==> src/rtl/sync_fifo_param.sv <==
// Parametrised single-clock FIFO: power-of-two depth, exact occupancy,
// programmable almost-full/almost-empty thresholds, sticky error flags and
// a selectable first-word-fall-through read mode.
module sync_fifo_param #(
   parameter int WIDTH    = 8,
   parameter int DEPTH    = 16,
   parameter int AF_LEVEL = 14,
   parameter int AE_LEVEL = 2,
   parameter int FWFT     = 0
) (
   input  logic                       clk,
   input  logic                       reset,
   input  logic                       wr_en,
   input  logic [WIDTH-1:0]           din,
   input  logic                       rd_en,
   output logic [WIDTH-1:0]           dout,
   output logic                       valid,
   output logic                       full,
   output logic                       empty,
   output logic                       almost_full,
   output logic                       almost_empty,
   output logic [$clog2(DEPTH):0]     count,
   output logic                       overflow,
   output logic                       underflow,
   input  logic                       clr_err
);

   localparam int AW = $clog2(DEPTH);
   localparam int CW = AW + 1;

   localparam logic [CW-1:0] FULL_CNT = CW'(DEPTH);
   localparam logic [CW-1:0] AF_CNT   = CW'(AF_LEVEL);
   localparam logic [CW-1:0] AE_CNT   = CW'(AE_LEVEL);

   logic [WIDTH-1:0] mem [DEPTH];
   logic [AW-1:0]    wr_ptr;
   logic [AW-1:0]    rd_ptr;
   logic [CW-1:0]    occ;
   logic             rd_ok;
   logic             wr_ok;

   // Status flags are decoded from the registered occupancy only.
   always_comb begin
      full         = (occ == FULL_CNT);
      empty        = (occ == '0);
      almost_full  = (occ >= AF_CNT);
      almost_empty = (occ <= AE_CNT);
      count        = occ;
   end

   // Accept logic: a write at full is allowed when a read frees a slot in the same cycle.
   always_comb begin
      rd_ok = rd_en && !empty;
      wr_ok = wr_en && (!full || rd_ok);
   end

   // Storage array; contents are intentionally not reset.
   always_ff @(posedge clk) begin
      if (!reset && wr_ok) begin
         mem[wr_ptr] <= din;
      end
   end

   // Pointers wrap naturally at DEPTH because DEPTH is a power of two.
   always_ff @(posedge clk) begin
      if (reset) begin
         wr_ptr <= '0;
         rd_ptr <= '0;
      end else begin
         if (wr_ok) wr_ptr <= wr_ptr + 1'b1;
         if (rd_ok) rd_ptr <= rd_ptr + 1'b1;
      end
   end

   // Occupancy counter: simultaneous accepted read and write leave it unchanged.
   always_ff @(posedge clk) begin
      if (reset) begin
         occ <= '0;
      end else begin
         case ({wr_ok, rd_ok})
            2'b10:   occ <= occ + 1'b1;
            2'b01:   occ <= occ - 1'b1;
            default: occ <= occ;
         endcase
      end
   end

   // Sticky error flags; a new error in the same cycle as clr_err wins.
   always_ff @(posedge clk) begin
      if (reset) begin
         overflow  <= 1'b0;
         underflow <= 1'b0;
      end else begin
         if (wr_en && !wr_ok)  overflow <= 1'b1;
         else if (clr_err)     overflow <= 1'b0;
         if (rd_en && !rd_ok)  underflow <= 1'b1;
         else if (clr_err)     underflow <= 1'b0;
      end
   end

   generate
      if (FWFT == 0) begin : g_std
         logic [WIDTH-1:0] dout_q;
         logic             valid_q;

         // Registered read: data appears one cycle after an accepted read, valid pulses once.
         always_ff @(posedge clk) begin
            if (reset) begin
               dout_q  <= '0;
               valid_q <= 1'b0;
            end else begin
               valid_q <= rd_ok;
               if (rd_ok) dout_q <= mem[rd_ptr];
            end
         end

         assign dout  = dout_q;
         assign valid = valid_q;
      end else begin : g_fwft
         // Head word is always presented; rd_en acts as the pop acknowledge.
         assign dout  = mem[rd_ptr];
         assign valid = !empty;
      end
   endgenerate

endmodule

==> config.mk <==
export PLATFORM = sky130hd
export DESIGN_NAME = sync_fifo_param
export DESIGN_NICKNAME = d
export VERILOG_FILES = /design/src/rtl/sync_fifo_param.sv
export SDC_FILE = /design/constraint.sdc
export NUM_CORES = 1
export LEC_CHECK = 0
export CORE_ASPECT_RATIO = 0.75
export CORE_UTILIZATION = 30
export DETAILED_ROUTE_END_ITERATION = 10
export GPL_TIMING_DRIVEN = 0
export PLACE_DENSITY = 0.58
export REMOVE_ABC_BUFFERS = 1
export SYNTH_ARGS = -nofsm -noshare
export SYNTH_HDL_FRONTEND = slang
export SYNTH_SLANG_ARGS = --single-unit
==> constraint.sdc <==
create_clock -name clk -period 8.7 [get_ports clk]
set_clock_uncertainty 0.15 [all_clocks]
set_input_delay 2.61 -clock clk [delete_from_list [all_inputs] [get_ports clk]]
set_output_delay 2.61 -clock clk [all_outputs]
set_load 0.05 [all_outputs]
==> out/qor.csv, run 1 <==
stage;metric;value;unit
status;result of the run;finished clean;
yosys;top-area cell type share of the netlist area;62.14;%
global_route;initial antenna violation count;0;
layout;# diodes;0;
setup_path;WS Path Type;register to primary output;
clock_network;CTS Buf Count;17;
yosys;YS warnings;0;
route;DR WL met2;5.832;mm
power_and_ir_drop;P_leak;2.263;nW
setup_path;Worst setup EP type;primary output;
route;DR pass1 iterations;4;
setup_path;FF-to-FF setup slack;5.23;ns
die;IO Count;33;
yosys;Synth area leaders;edfxtp_1 (62%), dfxtp_1 (7.8%), mux2i_1 (5.8%);
clock_network;CTS Hold Bufs;0;
timing;Rel. slew slack;18.05;%
route;drt first-iter violations;243;
route;via density per instance;4.884;
worst_hold_path;worst min path class;register to register;
route;DRC;0;
setup_path;Reg2Reg Depth;8;
clock_network;Max clock buf depth;2;
die;Die ar.;21200;um2
setup_path;RR Startpoint;count[0];
yosys;Synth area leader;edfxtp_1;
clock_network;# Post-CTS Setup Buffers;0;
clock_network;H-tree Lvls;4;
power_and_ir_drop;Pwr Density;288.1;nW/um2
clock_network;Worst-path clk slew;0.06;ns
yosys;Post-synth EDFFs;128;
layout;fill count;1849;
timing;worst slew pin tran;1.225;ns
die;Die W;167.8;um
clock_network;clock sinks;152;
place;I/O Buffers;32;
global_route;Overall Global Routing Usage;12.44;%
timing;Post-Route Setup TNS;0;ns
timing;Fin. Hold Viols;0;
yosys;syn_area_per_cell;16.24;um2
timing;Final Max Slew Viols;0;
route;ANT nets after route;0;
layout;most frequent cells in the layout;edfxtp_1 (128), nor2_1 (38), mux2i_1 (36);
die;Die Ht;126.4;um
power_and_ir_drop;maximum vdd ir drop;0.1425;mV
worst_hold_path;worst hold path stage count;2;
route;Avg WL per Cell;18.27;um
place;RD Place Congestion;0.7189;
setup_path;crit path DAT;2.45;ns
route;DRT met1 WL;5.648;mm
timing;Hold WS;0.3273;ns
global_route;largest net degree at the start of global routing;52;
setup_path;Critical Path RT;5.94;ns
yosys;synth unique cells;46;
layout;Area growth syn-to-layout;17.84;%
yosys;Syn Inst Count;381;
yosys;Mapped Area;6186;um2
clock_network;CTS tree;done;
place;DP Wirelength;7.697;mm
yosys;Seq cells post-synth;152;
die;Std-Cell Rows;45;
clock_network;post-CTS sizing;0;
layout;most common cell after layout, fill and taps aside;edfxtp_1;
clock_network;clock root buffer master;clkbuf_16;
global_route;grt ovf;0;
layout;fin nets;434;
setup_path;reg-to-reg critical path endpoint;count[4];
setup_path;Max Fanout on Critical Path;8;
clock_network;later-pin clock latency in the skew report;0.42;ns
timing;crit path time final;5.209;ns
layout;share of layout cells above drive strength 1;13.18;%
route;met3 WL;915;um
timing;fmax;192.0;MHz
die;Initial Util;30.60;%
timing;final setup fails;0;
yosys;ys async rst share;0;%
yosys;Seq/Total Area, Yosys;69.90;%
worst_hold_path;Hold Crit Start;overflow;
die;Core Box Area;20210;um2
flow_run;max-cap violations;0;
worst_hold_path;WHS Endpoint;overflow;
route;Final Routed Wirelength;12.48;mm
yosys;Primary FF master, synth;edfxtp_1;
global_route;first-pass GRT wire length;19.37;mm
global_route;vias in the first global route;3402;
route;via count;3336;
setup_path;CP Launch Type;register;
route;highest routed layer;met4;
timing;RSZ-0062 raised after global routing;no;
timing;fin crit share;59.87;%
==> critical path, stage by stage, from the launching register on <==
cell	delay, ns
dfxtp_1	0.40
or4_4	0.66
nor2_1	0.15
clkdlybuf4s50_1	0.82
==> cell usage after synthesis, types with 2 or more instances <==
cell type / number
a211oi_1: 2
a21o_1: 2
a21oi_1: 5
a22o_1: 7
buf_1: 2
buf_2: 9
clkbuf_1: 7
dfxtp_1: 24
edfxtp_1: 128
ha_1: 8
inv_1: 5
mux2_4: 2
mux2i_1: 36
mux2i_4: 2
mux4_2: 16
nand2_1: 9
nand2b_1: 6
nand3_1: 5
nand3b_1: 2
nor2_1: 38
nor2b_1: 6
nor3_1: 8
nor4_1: 9
o22ai_1: 16
or3_1: 3
xnor2_1: 4
==> cell families (layout without fill, tap and decap cells) <==
family | Yosys count | in the layout | synth area share, %
AO/OA/AOI/OAI | 43 | 43 | 5.380
flip-flops | 152 | 152 | 69.90
multiplexers | 57 | 57 | 13.05
AND/OR/NAND/NOR | 90 | 90 | 7.140
buffers and inverters | 25 | 69 | 1.881
adder cells (fa/ha/maj) | 9 | 9 | 1.942
XOR/XNOR | 5 | 5 | 0.7079
==> cell type report <==
class / count / area [um2] / share of cell area (%)
sequential: 152 / 4329 / 59.39
inverter: 5 / 18.77 / 0.2575
tap: 258 / 322.8 / 4.428
timing repair buffer: 32 / 320.3 / 4.394
multi-input combinational: 204 / 1745 / 23.94
clock buffer: 21 / 450.4 / 6.179
clock inverter: 11 / 102.6 / 1.407
==> worst max-delay path by stage <==
stage          startpoint           end  slack [ns]  depth (start not counted)
2_1_floorplan    count[1]  almost_empty        2.84                          1
3_5_place_dp        reset    mem[10][4]        3.00                          4
6_report         count[0]          full        3.49                          3
5_1_grt             reset    mem[10][7]        3.30                          4
3_3_place_gp        reset     mem[3][1]        3.10                          3
4_1_cts          count[0]         empty        3.46                          3
==> flip-flops by register name, indices dropped and copies added (netlist names) <==
| signal | flops |
|---|---|
| dout | 8 |
| overflow | 1 |
| rd_ptr | 4 |
| count | 5 |
| underflow | 1 |
| wr_ptr | 4 |
| valid | 1 |
| mem | 128 |
==> metrics by stage <==
stage	setup slack, ns	instances	instance area (um2)	total power, mW	util [%]
after detailed placement	3.003	651	6735	1.442	33.32
after CTS	3.459	683	7288	2.119	36.06
after global routing	3.300	683	7289	2.186	36.06
after floorplan	2.840	361	6088	1.267	-
final	3.491	683	7289	2.100	36.06
after global placement	3.098	651	6731	1.435	33.30
==> where the power goes <==
part	switching, mW	internal (mW)
sequential	0.0525	0.832
clock	0.282	0.400
combinational	0.334	0.201
total	0.668	1.43
==> metal layers <==
metal	vias up	track usage (%)
met2	83	19.78
met1	1698	16.44
met4	0	4.047
met3	9	3.526
li1	1546	-
met5	-	0
Note: power is estimated with default switching activity, not from simulation.
==> run 2: changes to the inputs <==
==> constraint.sdc (replaced) <==
create_clock -name clk -period 4.8 [get_ports clk]
set_clock_uncertainty 0.15 [all_clocks]
set_input_delay 1.44 -clock clk [delete_from_list [all_inputs] [get_ports clk]]
set_output_delay 1.44 -clock clk [all_outputs]
set_load 0.05 [all_outputs]
==> results of run 2 <==
Same layout as run 1 (identical final DEF). Status: finished clean.
Main changes from that run: setup slack after placement 3.003 ns -> 0.2727 ns; setup slack after layout 3.491 ns -> 0.7611 ns; register-to-register setup slack 5.23 ns -> 1.33 ns; total power 2.100 mW -> 3.806 mW; worst IR drop on VDD 0.1425 mV -> 0.2582 mV
==> run 3: changes to the inputs <==
--- a/config.mk
+++ b/config.mk
@@ -9,7 +9,7 @@
 export CORE_UTILIZATION = 30
 export DETAILED_ROUTE_END_ITERATION = 10
 export GPL_TIMING_DRIVEN = 0
-export PLACE_DENSITY = 0.58
+export PLACE_DENSITY = 0.59
 export REMOVE_ABC_BUFFERS = 1
 export SYNTH_ARGS = -nofsm -noshare
 export SYNTH_HDL_FRONTEND = slang
==> constraint.sdc (replaced) <==
create_clock -name clk -period 3.4 [get_ports clk]
set_clock_uncertainty 0.15 [all_clocks]
set_input_delay 1.02 -clock clk [delete_from_list [all_inputs] [get_ports clk]]
set_output_delay 1.02 -clock clk [all_outputs]
set_load 0.05 [all_outputs]
==> run 3 against run 2 <==
Clock-buffer cell count down 4. Via count up 0.12%. Global-route usage up 0.66 points. Critical path type is now register to register. Die area unchanged. Core utilization up 0.40 points. Setup slack worse by 0.54 ns.
==> out/qor.csv, run 3 (synthesized netlist as in run 1, its figures left out) <==
stage;metric;value;unit;change
status;result of the run;finished clean;;
die;Die W;167.8;um;unchanged
timing;Fin. Hold Viols;0;;unchanged
timing;RSZ-0062 raised after global routing;no;;
route;drt first-iter violations;254;;+4.5%
global_route;largest net degree at the start of global routing;52;;unchanged
place;I/O Buffers;32;;unchanged
route;via count;3340;;+0.12%
place;RD Place Congestion;0.7616;;+5.9%
clock_network;later-pin clock latency in the skew report;0.43;ns;about the same
timing;Rel. slew slack;19.70;%;+1.7 points
global_route;Overall Global Routing Usage;13.10;%;+0.66 points
power_and_ir_drop;Net Sw Frac;31.20;%;
clock_network;# Post-CTS Setup Buffers;0;;unchanged
die;Core Box Area;20210;um2;unchanged
setup_path;Critical Path Max Stage Delay;0.66;ns;-0.16 ns
setup_path;worst-path cell chain;or4_4, o21ai_4, nor2_2, fa_1, a21o_1, a21oi_1, mux2i_1, a31oi_1;;
layout;Largest Register;mem;;
setup_path;CP Launch Type;register;;
worst_hold_path;Hold Crit Start;overflow;;
clock_network;CTS Hold Bufs;0;;unchanged
clock_network;CTS Buf Count;17;;unchanged
global_route;vias in the first global route;3361;;-1.2%
power_and_ir_drop;sequential group share of total power;40.4;%;-1.7 points
power_and_ir_drop;Pwr Density;760.6;nW/um2;
clock_network;Max clock buf depth;2;;unchanged
setup_path;slowest CP cell;or4_4;;
clock_network;Worst-path clk slew;0.07;ns;about the same
timing;crit path time final;3.184;ns;
timing;fin crit share;93.63;%;
setup_path;WS Path Type;register to register;;
flow_run;max-cap violations;0;;unchanged
worst_hold_path;worst min path class;register to register;;
power_and_ir_drop;combinational group share of total power;24.3;%;-1.1 points
timing;final setup fails;0;;unchanged
route;ANT nets after route;0;;unchanged
layout;Design Area, Final;7371;um2;+1.1%
clock_network;CTS tree;done;;
route;Final Routed Wirelength;13.02;mm;+4.3%
timing;fmax;314.1;MHz;
route;DRC;0;;unchanged
route;via density per instance;4.890;;+0.12%
clock_network;clock sinks;152;;unchanged
layout;max reg flops;128;;unchanged
die;Initial Util;30.60;%;unchanged
die;IO Count;33;;unchanged
route;DR pass1 iterations;4;;unchanged
route;Avg WL per Cell;19.06;um;+4.3%
layout;# diodes;0;;unchanged
layout;most common cell after layout, fill and taps aside;edfxtp_1;;
place;DP Wirelength;7.835;mm;+1.8%
layout;fill count;1850;;+0.054%
die;Std-Cell Rows;45;;unchanged
clock_network;clock root buffer master;clkbuf_16;;
power_and_ir_drop;P_leak;2.341;nW;+3.4%
power_and_ir_drop;Sw Pwr;1.749;mW;
setup_path;crit path DAT;3.29;ns;+0.84 ns
timing;Final Max Slew Viols;0;;unchanged
clock_network;H-tree Lvls;4;;unchanged
power_and_ir_drop;maximum vdd ir drop;0.3682;mV;
timing;worst slew pin tran;1.204;ns;-0.02099 ns
setup_path;RR Startpoint;count[0];;
global_route;grt ovf;0;;unchanged
setup_path;Worst Setup SP;count[0];;
setup_path;Critical Path RT;3.51;ns;
global_route;first-pass GRT wire length;19.93;mm;+2.9%
layout;Finished Core Util;36.47;%;+0.40 points
layout;most frequent cells in the layout;edfxtp_1 (128), nor2_1 (36), mux2i_1 (36);;
layout;Area growth syn-to-layout;19.15;%;
setup_path;Worst setup EP type;register;;
place;placed cell area;6735;um2;unchanged
layout;share of layout cells above drive strength 1;14.82;%;+1.6 points
die;Die ar.;21200;um2;unchanged
setup_path;Max Fanout on Critical Path;13;;+5
die;Die Ht;126.4;um;unchanged
layout;fin nets;434;;unchanged
power_and_ir_drop;Clk pwr share;35.3;%;+2.9 points
global_route;initial antenna violation count;0;;unchanged
power_and_ir_drop;Int Power;3.857;mW;
-- run 3: through the flow --
| step | setup WS (ns) | std cells | hold WS [ns] | total power, mW | TNS [ns] |
|---|---|---|---|---|---|
| floorplan | -0.8702 | 361 | 0.3584 | 3.238 | -0.8702 |
| global placement | -0.6891 | 651 | 0.3104 | 3.675 | -74.25 |
| detailed placement | -0.7859 | 651 | 0.3255 | 3.690 | -79.42 |
| CTS | 0.002361 | 683 | 0.3337 | 5.665 | 0 |
| global route | 0.005240 | 683 | 0.3617 | 5.824 | 0 |
| finish | 0.2164 | 683 | 0.3256 | 5.606 | 0 |
-- run 3: final timing paths --
path                            cells after the start       end  slack (ns)
worst max-delay path                                8  count[4]        0.22
worst min-delay path                                2  overflow        0.33
worst max register to register                      8  count[4]        0.22
worst min register to register                      2  overflow        0.33
-- run 3: metal layers --
metal | routed length (um) | up-vias | global-route usage [%] | part of all wire, %
li1 | - | 1556 | - | -
met1 | 6091 | 1699 | 17.96 | 47
met2 | 5967 | 70 | 19.41 | 46
met3 | 812 | 15 | 4.056 | 6.2
met4 | 146 | 0 | 5.073 | 1.1
met5 | 0 | - | 0 | 0
-- run 3: critical path, delay by kind of cell, from the launching register on --
family / cells / cell delay (ns)
AO/OA/AOI/OAI: 4 / 1.00
multiplexers: 1 / 0.24
adder cells (fa/ha/maj): 1 / 0.43
AND/OR/NAND/NOR: 2 / 0.79
flip-flops: 1 / 0.40
-- run 3: cell type report --
type                            count  area (um2)  area share, %
Clock buffer                       17       425.4          5.772
Clock inverter                     15       200.2          2.716
Inverter                            5       18.77         0.2546
Multi-Input combinational cell    204        1758          23.85
Sequential cell                   152        4329          58.73
Tap cell                          258       322.8          4.380
Timing Repair Buffer               32       316.6          4.295
-- run 3: repair_timing --
action,CTS,global route
resized for setup,6,7
cloned,0,0
setup endpoints to repair,131,5
-- run 3: power groups by stage --
stage | clock network (mW) | registers, mW | logic, mW
3_3_place_gp | 0 | 2.30 | 1.37
4_1_cts | 2.01 | 2.27 | 1.38
6_report | 1.98 | 2.27 | 1.36
5_1_grt | 2.09 | 2.29 | 1.45
2_1_floorplan | 0 | 2.55 | 0.687
3_5_place_dp | 0 | 2.31 | 1.38
